==> config.mk <==
export PLATFORM = sky130hd
export DESIGN_NAME = atm_session_ctrl_flat
export DESIGN_NICKNAME = d
export VERILOG_FILES = /design/src/rtl/atm_pkg.sv /design/src/rtl/atm_session_ctrl_if.sv /design/src/rtl/atm_pin_buffer.sv /design/src/rtl/atm_session_ctrl.sv /design/src/flat_wrapper.sv
export SDC_FILE = /design/constraint.sdc
export NUM_CORES = 1
export LEC_CHECK = 0
export CORE_MARGIN = 3
export CORE_UTILIZATION = 47
export CTS_CLUSTER_DIAMETER = 100
export DETAILED_ROUTE_END_ITERATION = 16
export PLACE_DENSITY = 0.75
export SLEW_MARGIN = 20
export SYNTH_ARGS = -nofsm -noshare
export SYNTH_HDL_FRONTEND = slang
export SYNTH_HIERARCHICAL = 1
export SYNTH_SLANG_ARGS = --single-unit
export TNS_END_PERCENT = 100
==> constraint.sdc <==
create_clock -name clk -period 2.3 [get_ports clk]
set_input_delay 0.23 -clock clk [delete_from_list [all_inputs] [get_ports clk]]
set_output_delay 0.23 -clock clk [all_outputs]
set_load 0.05 [all_outputs]
==> src/rtl/atm_pkg.sv <==
// rtl/atm_pkg.sv - shared types and default widths for the ATM session controller
package atm_pkg;

  localparam int DIGIT_W_DEF = 4;
  localparam int SALDO_W_DEF = 4;
  localparam int TEMPO_W     = 9;

  typedef enum logic [2:0] {
    S_IDLE,
    S_ENTER_PIN,
    S_CHECK,
    S_AUTH,
    S_PAY,
    S_EJECT
  } state_t;

  // Idle counter increment that sticks at all-ones instead of wrapping.
  function automatic logic [TEMPO_W-1:0] tempo_inc(input logic [TEMPO_W-1:0] t);
    return (t == '1) ? t : t + 1'b1;
  endfunction

endpackage

==> src/rtl/atm_session_ctrl_if.sv <==
// rtl/atm_session_ctrl_if.sv - keypad/card/withdrawal bus between the user side and the controller (ATM_LOCKOUT_EN adds locked)
interface atm_session_ctrl_if
  import atm_pkg::*;
#(
  parameter int PIN_DIGITS = 4,
  parameter int DIGIT_W    = DIGIT_W_DEF,
  parameter int SALDO_W    = SALDO_W_DEF
);

  logic                          card_in;
  logic                          digit_valid;
  logic [DIGIT_W-1:0]            digit;
  logic [PIN_DIGITS*DIGIT_W-1:0] pin_ref;
  logic                          saldo_load;
  logic [SALDO_W-1:0]            saldo_init;
  logic                          op_valid;
  logic [SALDO_W-1:0]            op_value;

  logic                          pin_ok;
  logic                          eject_tries;
  logic                          eject_time;
  logic                          pay_valid;
  logic [SALDO_W-1:0]            pay_amount;
  logic                          insufficient;
  logic [SALDO_W-1:0]            saldo;
  logic [TEMPO_W-1:0]            tempo;
  logic                          busy;
`ifdef ATM_LOCKOUT_EN
  logic                          locked;
`endif

  modport master (
    output card_in, digit_valid, digit, pin_ref, saldo_load, saldo_init, op_valid, op_value,
    input  pin_ok, eject_tries, eject_time, pay_valid, pay_amount, insufficient, saldo, tempo, busy
`ifdef ATM_LOCKOUT_EN
    , input locked
`endif
  );

  modport slave (
    input  card_in, digit_valid, digit, pin_ref, saldo_load, saldo_init, op_valid, op_value,
    output pin_ok, eject_tries, eject_time, pay_valid, pay_amount, insufficient, saldo, tempo, busy
`ifdef ATM_LOCKOUT_EN
    , output locked
`endif
  );

endinterface

==> src/rtl/atm_pin_buffer.sv <==
// rtl/atm_pin_buffer.sv - MSB-first PIN digit shift register, digit counter and reference comparator
module atm_pin_buffer #(
  parameter int PIN_DIGITS = 4,
  parameter int DIGIT_W    = 4
) (
  input  logic                          clk,
  input  logic                          rst,
  input  logic                          clr,
  input  logic                          shift,
  input  logic [DIGIT_W-1:0]            digit,
  input  logic [PIN_DIGITS*DIGIT_W-1:0] pin_ref,
  output logic                          full,
  output logic                          match
);

  localparam int BUF_W = PIN_DIGITS * DIGIT_W;
  localparam int CNT_W = $clog2(PIN_DIGITS + 1);
  localparam logic [CNT_W-1:0] CNT_FULL = CNT_W'(PIN_DIGITS);

  logic [BUF_W-1:0] digits;
  logic [CNT_W-1:0] cnt;

  // Shift new digits in at the LSB so the first digit ends up in the MSBs; clr restarts the count only.
  always_ff @(posedge clk or posedge rst) begin
    if (rst) begin
      digits <= '0;
      cnt    <= '0;
    end else if (clr) begin
      cnt <= '0;
    end else if (shift && (cnt != CNT_FULL)) begin
      digits <= {digits[BUF_W-DIGIT_W-1:0], digit};
      cnt    <= cnt + 1'b1;
    end
  end

  assign full  = (cnt == CNT_FULL);
  assign match = (digits == pin_ref);

endmodule

==> src/rtl/atm_session_ctrl.sv <==
// rtl/atm_session_ctrl.sv - ATM session FSM: PIN check, tries/idle ejection, withdrawals (ATM_LOCKOUT_EN adds sticky lockout)
module atm_session_ctrl
  import atm_pkg::*;
#(
  parameter int PIN_DIGITS  = 4,
  parameter int DIGIT_W     = DIGIT_W_DEF,
  parameter int MAX_TRIES   = 3,
  parameter int TIMEOUT_CYC = 300,
  parameter int SALDO_W     = SALDO_W_DEF
) (
  input logic               clk,
  input logic               rst,
  atm_session_ctrl_if.slave bus
);

  localparam int TRIES_W = $clog2(MAX_TRIES + 1);
  localparam logic [TRIES_W-1:0] TRIES_MAX   = TRIES_W'(MAX_TRIES);
  localparam logic [TEMPO_W-1:0] TEMPO_LIMIT = TEMPO_W'(TIMEOUT_CYC - 1);

  state_t               state, state_d;
  logic [TRIES_W-1:0]   tries;
  logic [TRIES_W-1:0]   tries_inc;
  logic [SALDO_W-1:0]   saldo_q;
  logic [SALDO_W-1:0]   op_q;
  logic [TEMPO_W-1:0]   tempo_q;
  logic                 eject_tries_q;
  logic                 eject_time_q;
  logic                 insuf_q;
  logic                 locked_q;

  logic                 buf_full;
  logic                 buf_match;
  logic                 buf_clr;
  logic                 digit_ev;
  logic                 op_ev;
  logic                 op_fits;
  logic                 timeout;
  logic                 start;
  logic                 cur_active;
  logic                 nxt_active;

  assign tries_inc  = tries + 1'b1;
  assign digit_ev   = (state == S_ENTER_PIN) && bus.digit_valid && !buf_full;
  assign op_ev      = (state == S_AUTH) && bus.op_valid;
  assign op_fits    = (bus.op_value <= saldo_q);
  assign timeout    = (tempo_q >= TEMPO_LIMIT);
  assign start      = bus.card_in && !locked_q;
  assign cur_active = (state == S_ENTER_PIN) || (state == S_AUTH);
  assign nxt_active = (state_d == S_ENTER_PIN) || (state_d == S_AUTH);
  assign buf_clr    = (state == S_IDLE) || ((state == S_CHECK) && !buf_match);

  atm_pin_buffer #(
    .PIN_DIGITS (PIN_DIGITS),
    .DIGIT_W    (DIGIT_W)
  ) u_pin_buffer (
    .clk     (clk),
    .rst     (rst),
    .clr     (buf_clr),
    .shift   (digit_ev),
    .digit   (bus.digit),
    .pin_ref (bus.pin_ref),
    .full    (buf_full),
    .match   (buf_match)
  );

  // State register.
  always_ff @(posedge clk or posedge rst) begin
    if (rst) state <= S_IDLE;
    else     state <= state_d;
  end

  // Next-state: card removal beats everything, then completed entry, then events, then timeout.
  always_comb begin
    state_d = state;
    case (state)
      S_IDLE: begin
        if (start) state_d = S_ENTER_PIN;
      end
      S_ENTER_PIN: begin
        if (!bus.card_in)            state_d = S_IDLE;
        else if (buf_full)           state_d = S_CHECK;
        else if (!digit_ev && timeout) state_d = S_EJECT;
      end
      S_CHECK: begin
        if (!bus.card_in)             state_d = S_IDLE;
        else if (buf_match)           state_d = S_AUTH;
        else if (tries_inc == TRIES_MAX) state_d = S_EJECT;
        else                          state_d = S_ENTER_PIN;
      end
      S_AUTH: begin
        if (!bus.card_in) state_d = S_IDLE;
        else if (op_ev) begin
          if (bus.op_value == '0) state_d = S_EJECT;
          else if (op_fits)       state_d = S_PAY;
        end else if (timeout)     state_d = S_EJECT;
      end
      S_PAY: begin
        if (!bus.card_in) state_d = S_IDLE;
        else              state_d = S_AUTH;
      end
      S_EJECT: begin
        if (!bus.card_in) state_d = S_IDLE;
      end
      default: state_d = S_IDLE;
    endcase
  end

  // Session datapath: tries, balance, latched amount, idle counter and registered pulses.
  always_ff @(posedge clk or posedge rst) begin
    if (rst) begin
      tries         <= '0;
      saldo_q       <= '0;
      op_q          <= '0;
      tempo_q       <= '0;
      eject_tries_q <= 1'b0;
      eject_time_q  <= 1'b0;
      insuf_q       <= 1'b0;
    end else begin
      if ((state == S_IDLE) && start)            tries <= '0;
      else if ((state == S_CHECK) && !buf_match) tries <= tries_inc;

      if ((state == S_IDLE) && bus.saldo_load) saldo_q <= bus.saldo_init;
      else if (state == S_PAY)                 saldo_q <= (op_q > saldo_q) ? '0 : saldo_q - op_q;

      if (op_ev && (state_d == S_PAY)) op_q <= bus.op_value;

      // Idle time only accumulates while staying within ENTER_PIN/AUTH without an event.
      if (cur_active && nxt_active && !digit_ev && !op_ev) tempo_q <= tempo_inc(tempo_q);
      else                                                tempo_q <= '0;

      eject_tries_q <= (state == S_CHECK) && (state_d == S_EJECT);
      eject_time_q  <= cur_active && (state_d == S_EJECT) && !op_ev;
      insuf_q       <= op_ev && bus.card_in && (bus.op_value != '0) && !op_fits;
    end
  end

`ifdef ATM_LOCKOUT_EN
  // Sticky lockout after a tries ejection; only reset releases it.
  always_ff @(posedge clk or posedge rst) begin
    if (rst)                                              locked_q <= 1'b0;
    else if ((state == S_CHECK) && (state_d == S_EJECT)) locked_q <= 1'b1;
  end
  assign bus.locked = locked_q;
`else
  assign locked_q = 1'b0;
`endif

  // State-decoded outputs.
  always_comb begin
    bus.pin_ok     = (state == S_AUTH) || (state == S_PAY);
    bus.busy       = (state != S_IDLE);
    bus.pay_valid  = (state == S_PAY);
    bus.pay_amount = (state == S_PAY) ? op_q : '0;
  end

  assign bus.eject_tries  = eject_tries_q;
  assign bus.eject_time   = eject_time_q;
  assign bus.insufficient = insuf_q;
  assign bus.saldo        = saldo_q;
  assign bus.tempo        = tempo_q;

endmodule

==> src/flat_wrapper.sv <==
// flat-port wrapper written by rule: the top's interface ports become plain ports
module atm_session_ctrl_flat import atm_pkg::*;
#(
  parameter int PIN_DIGITS  = 4,
  parameter int DIGIT_W     = DIGIT_W_DEF,
  parameter int MAX_TRIES   = 3,
  parameter int TIMEOUT_CYC = 300,
  parameter int SALDO_W     = SALDO_W_DEF
)
  (clk, rst, bus_card_in, bus_digit_valid, bus_digit, bus_pin_ref, bus_saldo_load, bus_saldo_init, bus_op_valid, bus_op_value, bus_pin_ok, bus_eject_tries, bus_eject_time, bus_pay_valid, bus_pay_amount, bus_insufficient, bus_saldo, bus_tempo, bus_busy);
  atm_session_ctrl_if #(.PIN_DIGITS(PIN_DIGITS), .DIGIT_W(DIGIT_W), .SALDO_W(SALDO_W)) bus_i ();
  input logic clk;
  input logic rst;
  input wire logic [$bits(bus_i.card_in)-1:0] bus_card_in;
  input wire logic [$bits(bus_i.digit_valid)-1:0] bus_digit_valid;
  input wire logic [$bits(bus_i.digit)-1:0] bus_digit;
  input wire logic [$bits(bus_i.pin_ref)-1:0] bus_pin_ref;
  input wire logic [$bits(bus_i.saldo_load)-1:0] bus_saldo_load;
  input wire logic [$bits(bus_i.saldo_init)-1:0] bus_saldo_init;
  input wire logic [$bits(bus_i.op_valid)-1:0] bus_op_valid;
  input wire logic [$bits(bus_i.op_value)-1:0] bus_op_value;
  output wire logic [$bits(bus_i.pin_ok)-1:0] bus_pin_ok;
  output wire logic [$bits(bus_i.eject_tries)-1:0] bus_eject_tries;
  output wire logic [$bits(bus_i.eject_time)-1:0] bus_eject_time;
  output wire logic [$bits(bus_i.pay_valid)-1:0] bus_pay_valid;
  output wire logic [$bits(bus_i.pay_amount)-1:0] bus_pay_amount;
  output wire logic [$bits(bus_i.insufficient)-1:0] bus_insufficient;
  output wire logic [$bits(bus_i.saldo)-1:0] bus_saldo;
  output wire logic [$bits(bus_i.tempo)-1:0] bus_tempo;
  output wire logic [$bits(bus_i.busy)-1:0] bus_busy;
  assign bus_i.card_in = bus_card_in;
  assign bus_i.digit_valid = bus_digit_valid;
  assign bus_i.digit = bus_digit;
  assign bus_i.pin_ref = bus_pin_ref;
  assign bus_i.saldo_load = bus_saldo_load;
  assign bus_i.saldo_init = bus_saldo_init;
  assign bus_i.op_valid = bus_op_valid;
  assign bus_i.op_value = bus_op_value;
  assign bus_pin_ok = bus_i.pin_ok;
  assign bus_eject_tries = bus_i.eject_tries;
  assign bus_eject_time = bus_i.eject_time;
  assign bus_pay_valid = bus_i.pay_valid;
  assign bus_pay_amount = bus_i.pay_amount;
  assign bus_insufficient = bus_i.insufficient;
  assign bus_saldo = bus_i.saldo;
  assign bus_tempo = bus_i.tempo;
  assign bus_busy = bus_i.busy;
  atm_session_ctrl #(.PIN_DIGITS(PIN_DIGITS), .DIGIT_W(DIGIT_W), .MAX_TRIES(MAX_TRIES), .TIMEOUT_CYC(TIMEOUT_CYC), .SALDO_W(SALDO_W)) u_core (.clk(clk), .rst(rst), .bus(bus_i));
endmodule
---- Yosys cells after proc, flatten, opt, wreduce, memory -nomap -nowiden ----
Cells that the tools add are included.
W data, S select, Z words.
word-level totals
  bits in registers ....................... 44
  bits of input ports ..................... 34
  output and inout port bits .............. 23
  word-level logic and storage cells ...... 93
cells by class
  add/subtract/negate cells ............... 4
  order comparisons ....................... 3
  equal/unequal tests ..................... 15
  multiplexer cells ....................... 25
  bitwise gates (word level) .............. 1
  reduce and logical (&&, ||, !) cells .... 35
operator list
  operator               number
  $mux W3                15
  $logic_and A1 B1 Y1    18
  $mux W9                2
  $pmux W3 S6            1
  $eq A16 B16 Y1         1
  $mux W4                4
  $eq A3 B3 Y1 const B   5
  $add A9 B1 Y9 const B  1
  $eq A3 B2 Y1 const B   3
  $eq A9 B9 Y1 const B   1
  $ge A9 B9 Y1 const B   1
  $eq A3 B1 Y1 const B   2
  $mux W2                3
  $reduce_bool A2 Y1     3
  $logic_not A1 Y1       5
  $gt A4 B4 Y1           1
  $le A4 B4 Y1           1
  $logic_not A4 Y1       1
  $logic_or A1 B1 Y1     4
  $reduce_bool A4 Y1     1
  $sub A4 B4 Y4          1
  $add A3 B1 Y3 const B  1
  $logic_not A3 Y1       1
  $ne A3 B3 Y1 const B   1
  other kinds (6)        6

---- Depth between registers and ports, before layout ----
Gate-level depths: netlist of the first run.
  word-level depth ........................ 15
  mapped depth ............................ 10
  mapped depth without buffers ............ 9

---- Hierarchy ----
The synthesis of the first run kept the hierarchy.
by module, submodules not included
  module            times used  cells each  area an instance (µm²)  seq. area each (µm²)
  atm_session_ctrl  1           180         1,746.7                 625.6
  atm_pin_buffer    1           73          1,017.2                 475.5

---- Worst setup path after synthesis of the first run ----
No wires, ideal clock.
  path kind ............................... register to register
  from .................................... reg u_core.u_pin_buffer.digits[5]
  to ...................................... reg u_core.u_pin_buffer.digits[0]
  setup time .............................. 0.125 ns
  arrival ................................. 2.283 ns
  required time ........................... 2.175 ns
  slack ................................... -0.108 ns
  stages on the path, launching flop included .. 9
  path buffers ............................ 2
  clock period less this slack ............ 2.408 ns
  cell sequence ........................... dfrtp_1 > xnor2_1 > nand4_1 > nor4_1 > a211oi_1 > nor2b_4 > buf_6 > buf_12 > mux2_4
between the ends
  longest elaborated chain between the ends .. 6
ends and longest elaborated chain
  what                         RTL line                text
  start: declaration           atm_pin_buffer.sv:20    logic [BUF_W-1:0] digits;
  start signal: assignment     atm_pin_buffer.sv:31    digits <= {digits[BUF_W-DIGIT_W-1:0], digit};
  $eq A16 B16 Y1               atm_pin_buffer.sv:37    assign match = (digits == pin_ref);
  net u_core.buf_match         atm_session_ctrl.sv:32  logic buf_match;
  $logic_not A1 Y1             atm_session_ctrl.sv:50  assign buf_clr = (state == S_IDLE) || ((state == S_CHECK) && !buf_match);
  $logic_and A1 B1 Y1          atm_session_ctrl.sv:50
  $logic_or A1 B1 Y1           atm_session_ctrl.sv:50
  net u_core.buf_clr           atm_session_ctrl.sv:33  logic buf_clr;
  $not A1 Y1 (no line)         n/a
  $reduce_and A2 Y1 (no line)  n/a
The timed path passes the listed nets, and every way through them passes these cells.
A chain may end at the register's enable or synchronous reset.

---- Final worst setup path of the first run ----
  from .................................... reg u_core.u_pin_buffer.cnt[0]
  to ...................................... reg u_core.u_pin_buffer.digits[15]
between the ends
  longest elaborated chain between the ends .. 5
  elaborated cells between the ends (all ways) .. 6
  those cells by class .................... eq/ne: 2; reduce/logical: 4
ends and longest elaborated chain
  what                         RTL line                text
  start: declaration           atm_pin_buffer.sv:21    logic [CNT_W-1:0] cnt;
  start signal: assignment     atm_pin_buffer.sv:32    cnt <= cnt + 1'b1;
  $eq A3 B3 Y1                 atm_pin_buffer.sv:36    assign full = (cnt == CNT_FULL);
  net u_core.buf_full          atm_session_ctrl.sv:31  logic buf_full;
  $logic_not A1 Y1             atm_session_ctrl.sv:43  assign digit_ev = (state == S_ENTER_PIN) && bus.digit_valid && !buf_full;
  $logic_and A1 B1 Y1          atm_session_ctrl.sv:43
  net u_core.digit_ev          atm_session_ctrl.sv:34  logic digit_ev;
  $logic_and A1 B1 Y1          atm_pin_buffer.sv:30    end else if (shift && (cnt != CNT_FULL)) begin
  $reduce_and A2 Y1 (no line)  n/a
The timed path passes the listed nets, and every way through them passes these cells.

==> summary.md, run 1 <==
| Metric | Value |
|---|---|
| Gpl congestion | 0.857 |
| Most common flop cell mapped by yosys | dfrtp_1 |
| Starting Density | 49.3% |
| Core area | between 5000 and 6000 um^2 |
| Clock Skews | between 5 and 6 ps |
| Antenna cells | 0 |
| CTS Buf Count | 5 |
| Core Util, Final | 64.5% |
| CP Capture Type | flop |
| Htree depth | 2 |
| Global-route usage over all layers | approximately a fifth |
| Largest net degree at the start of global routing | 26 |
| Critical Path AT | around 2300 ps |
| HP Class | input port to asynchronous set/reset pin |
| 1st-iter DRT viols | 112 |
| Most common cell in the netlist | dfrtp_1 |
| Post-synth EDFFs | 0 |
| Mapped cell area | about 2800 um^2 |
| Number of global-route vias before repair | 2188 |
| Remaining antenna violation count | 0 |
| CP peak stage delay | about 370 ps |
| YS warnings | 6 |
| Sequential element share of the synthesized area | 39.8% |
| Yosys reg bits | 44 |
| Type of origin of the critical path | flop |
| # rows | 27 |
| Fin cells | slightly below 400 |
| Total congestion overflow | 0 |
| Hold Buf Count CTS | 0 |
| Die width | slightly above 80 um |
| Max_cap viols | 0 |
| Layout cells sized above 1 | 18.6% |
| Clock slew at reported path FFs | 80 ps |
| Root Driver | clkbuf_8 |
| Cell accounting for the most synthesized area | dfrtp_1 |
| Setup Crit Path Kind | flop to flop |
| Crit-path max FO | 16 |
| Nets | 370 |
| WHS | 325 ps |
| Initial DRT Pass Iterations | 4 |
| # DRC | 0 |
| Die Span Y | just over 80 um |
| Ranking of synthesized cells by area | dfrtp_1 (40%), xnor2_1 (6.3%), ha_1 (5.9%) |
| CP bufs+invs | 2 |
| Post-detail-place hpwl | 4410 um |
| # clock sinks | 44 |
| Rel. slew slack | around 53% |
| CP Cell Sequence | inv_1, ha_1, and2_1, nor2_2, and3_4, a21boi_4, nor2b_4, buf_12, mux2_2 |
| Worst vdd ir | about 0.34 mV |
| Synthesized Nets | approximately 300 |
| Final wirelength | between 5000 and 6000 um |
| Syn_area_per_cell | between 10 and 15 um^2 |
| Largest delay share family, worst path | simple AND/OR/NAND/NOR gates |
| Final setup viols | 0 |
| Synth cell count leaders | dfrtp_1 (44), xnor2_1 (20), inv_1 (14) |
| Io pins | 57 |
| CP required | 2470 ps |
| Highest clock rate | about 0.46 GHz |
| Max Slew Vio Count | 0 |
| IO buf count | between 50 and 60 |
| Outcome | finished clean |
| Syn-to-layout area delta | 30.8% |
| Actual slew at the worst max-slew pin | about 700 ps |
| Post-synth cell types | 61 |
| Minimum clock period | between 2000 and 2500 ps |
| Final Hold Violating Endpoints | 0 |
| First-pass GRT wire length | about 9800 um |
| Clock Tree Buf Depth | 2 |
| Leak | 1.55 nW |
| CTS tree | built |
| Clk Latency, worst-skew pair | ~290 ps |
| Wirelength per Cell | roughly 15 um |
| Die ar. | between 6000 and 7000 um^2 |
| TNS Setup | 0 ps |
| Placed Cells | between 300 and 400 |
| Initial antenna violation count | 0 |
| Slowest stage cell, crit path | dfrtp_1 |
| Routed vias/inst | approximately 5.4 |
| Asr flop ratio synth | 100% |
| Crit share post-route | a little over nine tenths |
| Synth top area share | 39.8% |
| Post-Syn Instances | between 200 and 300 |
| Power Dens Cells | 556 nW/um^2 |
| Via count | 2130 |
[cells in the final DEF, fill, tap and decap left out, types with 4 or more instances in the layout]
cell              n
a22oi_1           4
xnor2_1          20
nor3_1           11
nand4_1           6
inv_1            14
ha_1             13
nor2_1            8
nor2b_1           4
buf_4            12
mux2_2            6
a21oi_1           6
mux2_4           10
dfrtp_1          44
and2_1           11
xor2_1            5
o21ai_0          10
buf_12            7
clkbuf_8          5
nand2_1          11
clkdlybuf4s50_1  50
a221o_1           4
[area by class of cell]
cell class,instances,area [um^2]
Fill cell,459,1990
Clock inverter,1,5.00
Tap cell,72,90.1
Sequential cell,44,1100
Multi-Input combinational cell,188,1560
Inverter,14,52.6
Clock buffer,6,72.6
Timing Repair Buffer,69,731
[worst paths after layout]
kind | startpoint | end | slack (ps) | cells past startpoint
max in group asynchronous | rst | u_core/u_pin_buffer/digits[15] | 1480 | 2
worst max-delay path | u_core/u_pin_buffer/cnt[0] | u_core/u_pin_buffer/digits[15] | 140 | 9
worst max register to register | u_core/u_pin_buffer/cnt[0] | u_core/u_pin_buffer/digits[15] | 140 | 9
worst min-delay path | rst | u_core/bus.eject_tries | 320 | 3
min in group clk | u_core/u_pin_buffer/digits[13] | u_core/u_pin_buffer/digits[13] | 540 | 1
worst min register to register | u_core/u_pin_buffer/digits[13] | u_core/u_pin_buffer/digits[13] | 540 | 1
[cells by family after synthesis]
logic type / count (synthesis) / share of synthesized area [%]
and+or+nand+nor: 80 / 18.8
AOI/OAI and AO/OA: 50 / 13.8
buffers and inverters: 21 / 4.07
muxes: 19 / 8.96
xor gates and xnor gates: 25 / 7.92
adders and majority gates: 14 / 6.61
DFF: 44 / 39.8
[where the power goes]
group	total (mW)	switching, mW	internal (mW)	leakage [nW]
Clock	0.445	0.239	0.207	0.0410
Sequential	1.00	0.115	0.889	0.553
Combinational	0.561	0.220	0.341	0.958
[worst register-to-register path, delay by kind of cell (launching register included)]
family	cells	cell delay (ps)
AND/OR/NAND/NOR	4	720
AO/OA/AOI/OAI	1	180
adder cells (fa/ha/maj)	1	210
buffers and inverters	2	230
flip-flops	1	370
multiplexers	1	340
[repair_timing]
action / in CTS / in global routing
resized for setup: 0 / 2
setup endpoints to repair: 0 / 16
setup buffers: 0 / 2
[per-stage QoR]
step | setup slack, ps | cell area (um^2) | total power [mW]
final | 137 | 3620 | 2.01
after global routing | -22.3 | 3620 | 2.13
after CTS | 55.7 | 3590 | 2.03
after detailed placement | -127 | 3520 | 1.57
after global placement | -39.3 | 3520 | 1.56
after floorplan | 42.6 | 2770 | 1.40
[metal layers]
metal	global-route usage (%)	vias to the layer above	routed length, um
li1	-	1056	-
met2	29.5	51	2810
met1	25.6	1019	2700
met5	0	-	0
met3	4.12	4	293
met4	6.37	0	37
[registers in the layout, summed over array words and instances, names as in the netlist]
register,count
u_core/u_pin_buffer/digits,16
u_core/bus.tempo,9
u_core/bus.saldo,4
u_core/op_q,4
u_core/state,3
u_core/u_pin_buffer/cnt,3
u_core/tries,2
u_core/bus.eject_time,1
u_core/bus.eject_tries,1
u_core/bus.insufficient,1
No activity file was read; power rests on OpenSTA's default activity.
==> inputs of run 2 (changes only) <==
--- a/config.mk
+++ b/config.mk
@@ -5,7 +5,8 @@
 export SDC_FILE = /design/constraint.sdc
 export NUM_CORES = 1
 export LEC_CHECK = 0
-export CORE_MARGIN = 3
+export ABC_AREA = 0
+export CORE_MARGIN = 2
 export CORE_UTILIZATION = 47
 export CTS_CLUSTER_DIAMETER = 100
 export DETAILED_ROUTE_END_ITERATION = 16
==> summary.md, run 2 (synthesized netlist as in run 1, its figures left out) <==
| Metric | Value |
|---|---|
| # clock sinks | 44 |
| R2R depth | 9 |
| Final setup viols | 0 |
| # DRC | 0 |
| IO buf count | 56 |
| Crit share post-route | a little over nine tenths |
| Power Dens Cells | ~570 nW/um^2 |
| CP bufs+invs | 2 |
| HP Class | input port to asynchronous set/reset pin |
| Nets | 370 |
| Critical Path AT | approximately 2400 ps |
| First-pass GRT wire length | approximately 10000 um |
| Number of global-route vias before repair | about 2200 |
| Global-route usage over all layers | slightly above 20% |
| Initial DRT Pass Iterations | 4 |
| Via count | ~2200 |
| CP Capture Type | flop |
| Die ar. | ~6500 um^2 |
| TNS Setup | 0 ps |
| Type of origin of the critical path | flop |
| Setup Crit Path Kind | flop to flop |
| Io pins | 57 |
| Flop2flop setup slack | approximately 67 ps |
| # rows | 27 |
| Highest clock rate | ~0.45 GHz |
| Met3 WL | 279 um |
| CTS Buf Count | 5 |
| Clock Skews | a little under 9 ps |
| 1st-iter DRT viols | roughly 130 |
| CP required | 2480 ps |
| Syn-to-layout area delta | 31.6% |
| Largest delay share family, worst path | simple AND/OR/NAND/NOR gates |
| Slowest stage cell, crit path | dfrtp_1 |
| Total congestion overflow | 0 |
| Die width | 80.7 um |
| Max layer used | met4 |
| Worst vdd ir | around 0.33 mV |
| Htree depth | 2 |
| Largest net degree at the start of global routing | 26 |
| Post-route setup slack | 66.5 ps |
| Commonest non-fill, non-tap cell in the layout | clkdlybuf4s50_1 |
| Clock Tree Buf Depth | 2 |
| Minimum clock period | about 2200 ps |
| CP peak stage delay | 380 ps |
| Actual slew at the worst max-slew pin | between 700 and 800 ps |
| Initial antenna violation count | 0 |
| Gpl congestion | ~0.86 |
| Met2 wire len | 2830 um |
| Max FFs per register | 16 |
| Rel. slew slack | between 50% and 60% |
| Root Driver | clkbuf_8 |
| Worst r2r src | u_core/u_pin_buffer/cnt[0] |
| DP Worst Slack | -107 ps |
| CP Cell Sequence | inv_1, ha_2, and2_2, nor2_2, and3_4, a21boi_4, nor2b_4, clkbuf_16, mux2_4 |
| WHS | around 340 ps |
| Antenna cells | 0 |
| Layout cells sized above 1 | a little under a fifth |
| Routed vias/inst | approximately 5.5 |
| Remaining antenna violation count | 0 |
| Outcome | finished clean |
| Die Span Y | 80.7 um |
| Final wirelength | ~6000 um |
| Clock slew at reported path FFs | approximately 80 ps |
| Wirelength per Cell | approximately 15 um |
| Max_cap viols | 0 |
| Reg2reg end | u_core/u_pin_buffer/digits[1] |
| CTS tree | built |
| Clk Latency, worst-skew pair | around 300 ps |
| Core area | 5610 um^2 |
| Crit-path max FO | 8 |
| Top reg by flops | u_core/u_pin_buffer/digits |
| WL met1 | 2790 um |
| Pwr Total | 2.06 mW |
| Most frequent cells in the layout | clkdlybuf4s50_1 (50), dfrtp_1 (44), xnor2_1 (20) |
| Leak | ~1.6 nW |
| Final Hold Violating Endpoints | 0 |
| Hold Buf Count CTS | 0 |
| Max Slew Vio Count | 0 |
| Post-detail-place hpwl | between 4000 and 5000 um |
| Starting Density | between 40 and 50% |
run 2: stage by stage:
stage               util (%)  instance area [um^2]  cells
floorplan                  -                  2770    253
global placement        62.3                  3500    384
detailed placement      62.3                  3500    384
CTS                     64.0                  3590    392
global route            64.9                  3640    395
finish                  64.9                  3640    395
run 2: timing repair:
item                       4_1_cts  5_1_grt
cloned                           0        1
setup endpoints to repair        6       16
setup buffers                    0        2
gates resized for setup          1        3
run 2: final cells by class:
class | count | area, um^2
Fill cell | 463 | 1970
Clock buffer | 8 | 90.1
Multi-Input combinational cell | 188 | 1570
Timing Repair Buffer | 69 | 736
Tap cell | 72 | 90.1
Inverter | 14 | 52.6
Sequential cell | 44 | 1100
run 2: metal layers:
metal | global-route usage, % | vias to the layer above
met1 | 27.7 | 1029
met4 | 5.93 | 0
met5 | 0 | -
met3 | 4.04 | 9
li1 | - | 1056
met2 | 32.4 | 59
run 2: worst max-delay path by stage:
stage               cells after the start                       endpoint  slack [ps]                        from
finish                                  9  u_core/u_pin_buffer/digits[1]          70  u_core/u_pin_buffer/cnt[0]
CTS                                     9  u_core/u_pin_buffer/digits[6]          10  u_core/u_pin_buffer/cnt[0]
global placement                        8            u_core/bus.tempo[8]         -50              bus_pin_ref[5]
floorplan                               7            u_core/bus.tempo[8]          40         u_core/bus.saldo[1]
global route                            4              bus_pay_amount[2]          -4             u_core/state[1]
detailed placement                      8            u_core/bus.tempo[8]        -110              bus_pin_ref[2]
run 2: where the power goes:
part           switching, mW  total [mW]  internal (mW)  leakage (nW)
Clock                  0.254       0.499          0.245        0.0455
Sequential             0.116        1.00          0.889         0.553
Combinational          0.219       0.561          0.342         0.961
Total                  0.588        2.06           1.48          1.56
run 2: worst min-delay path, stage by stage:
cell             delay [ps]
clkdlybuf4s50_1         420
inv_1                    70
buf_4                   310
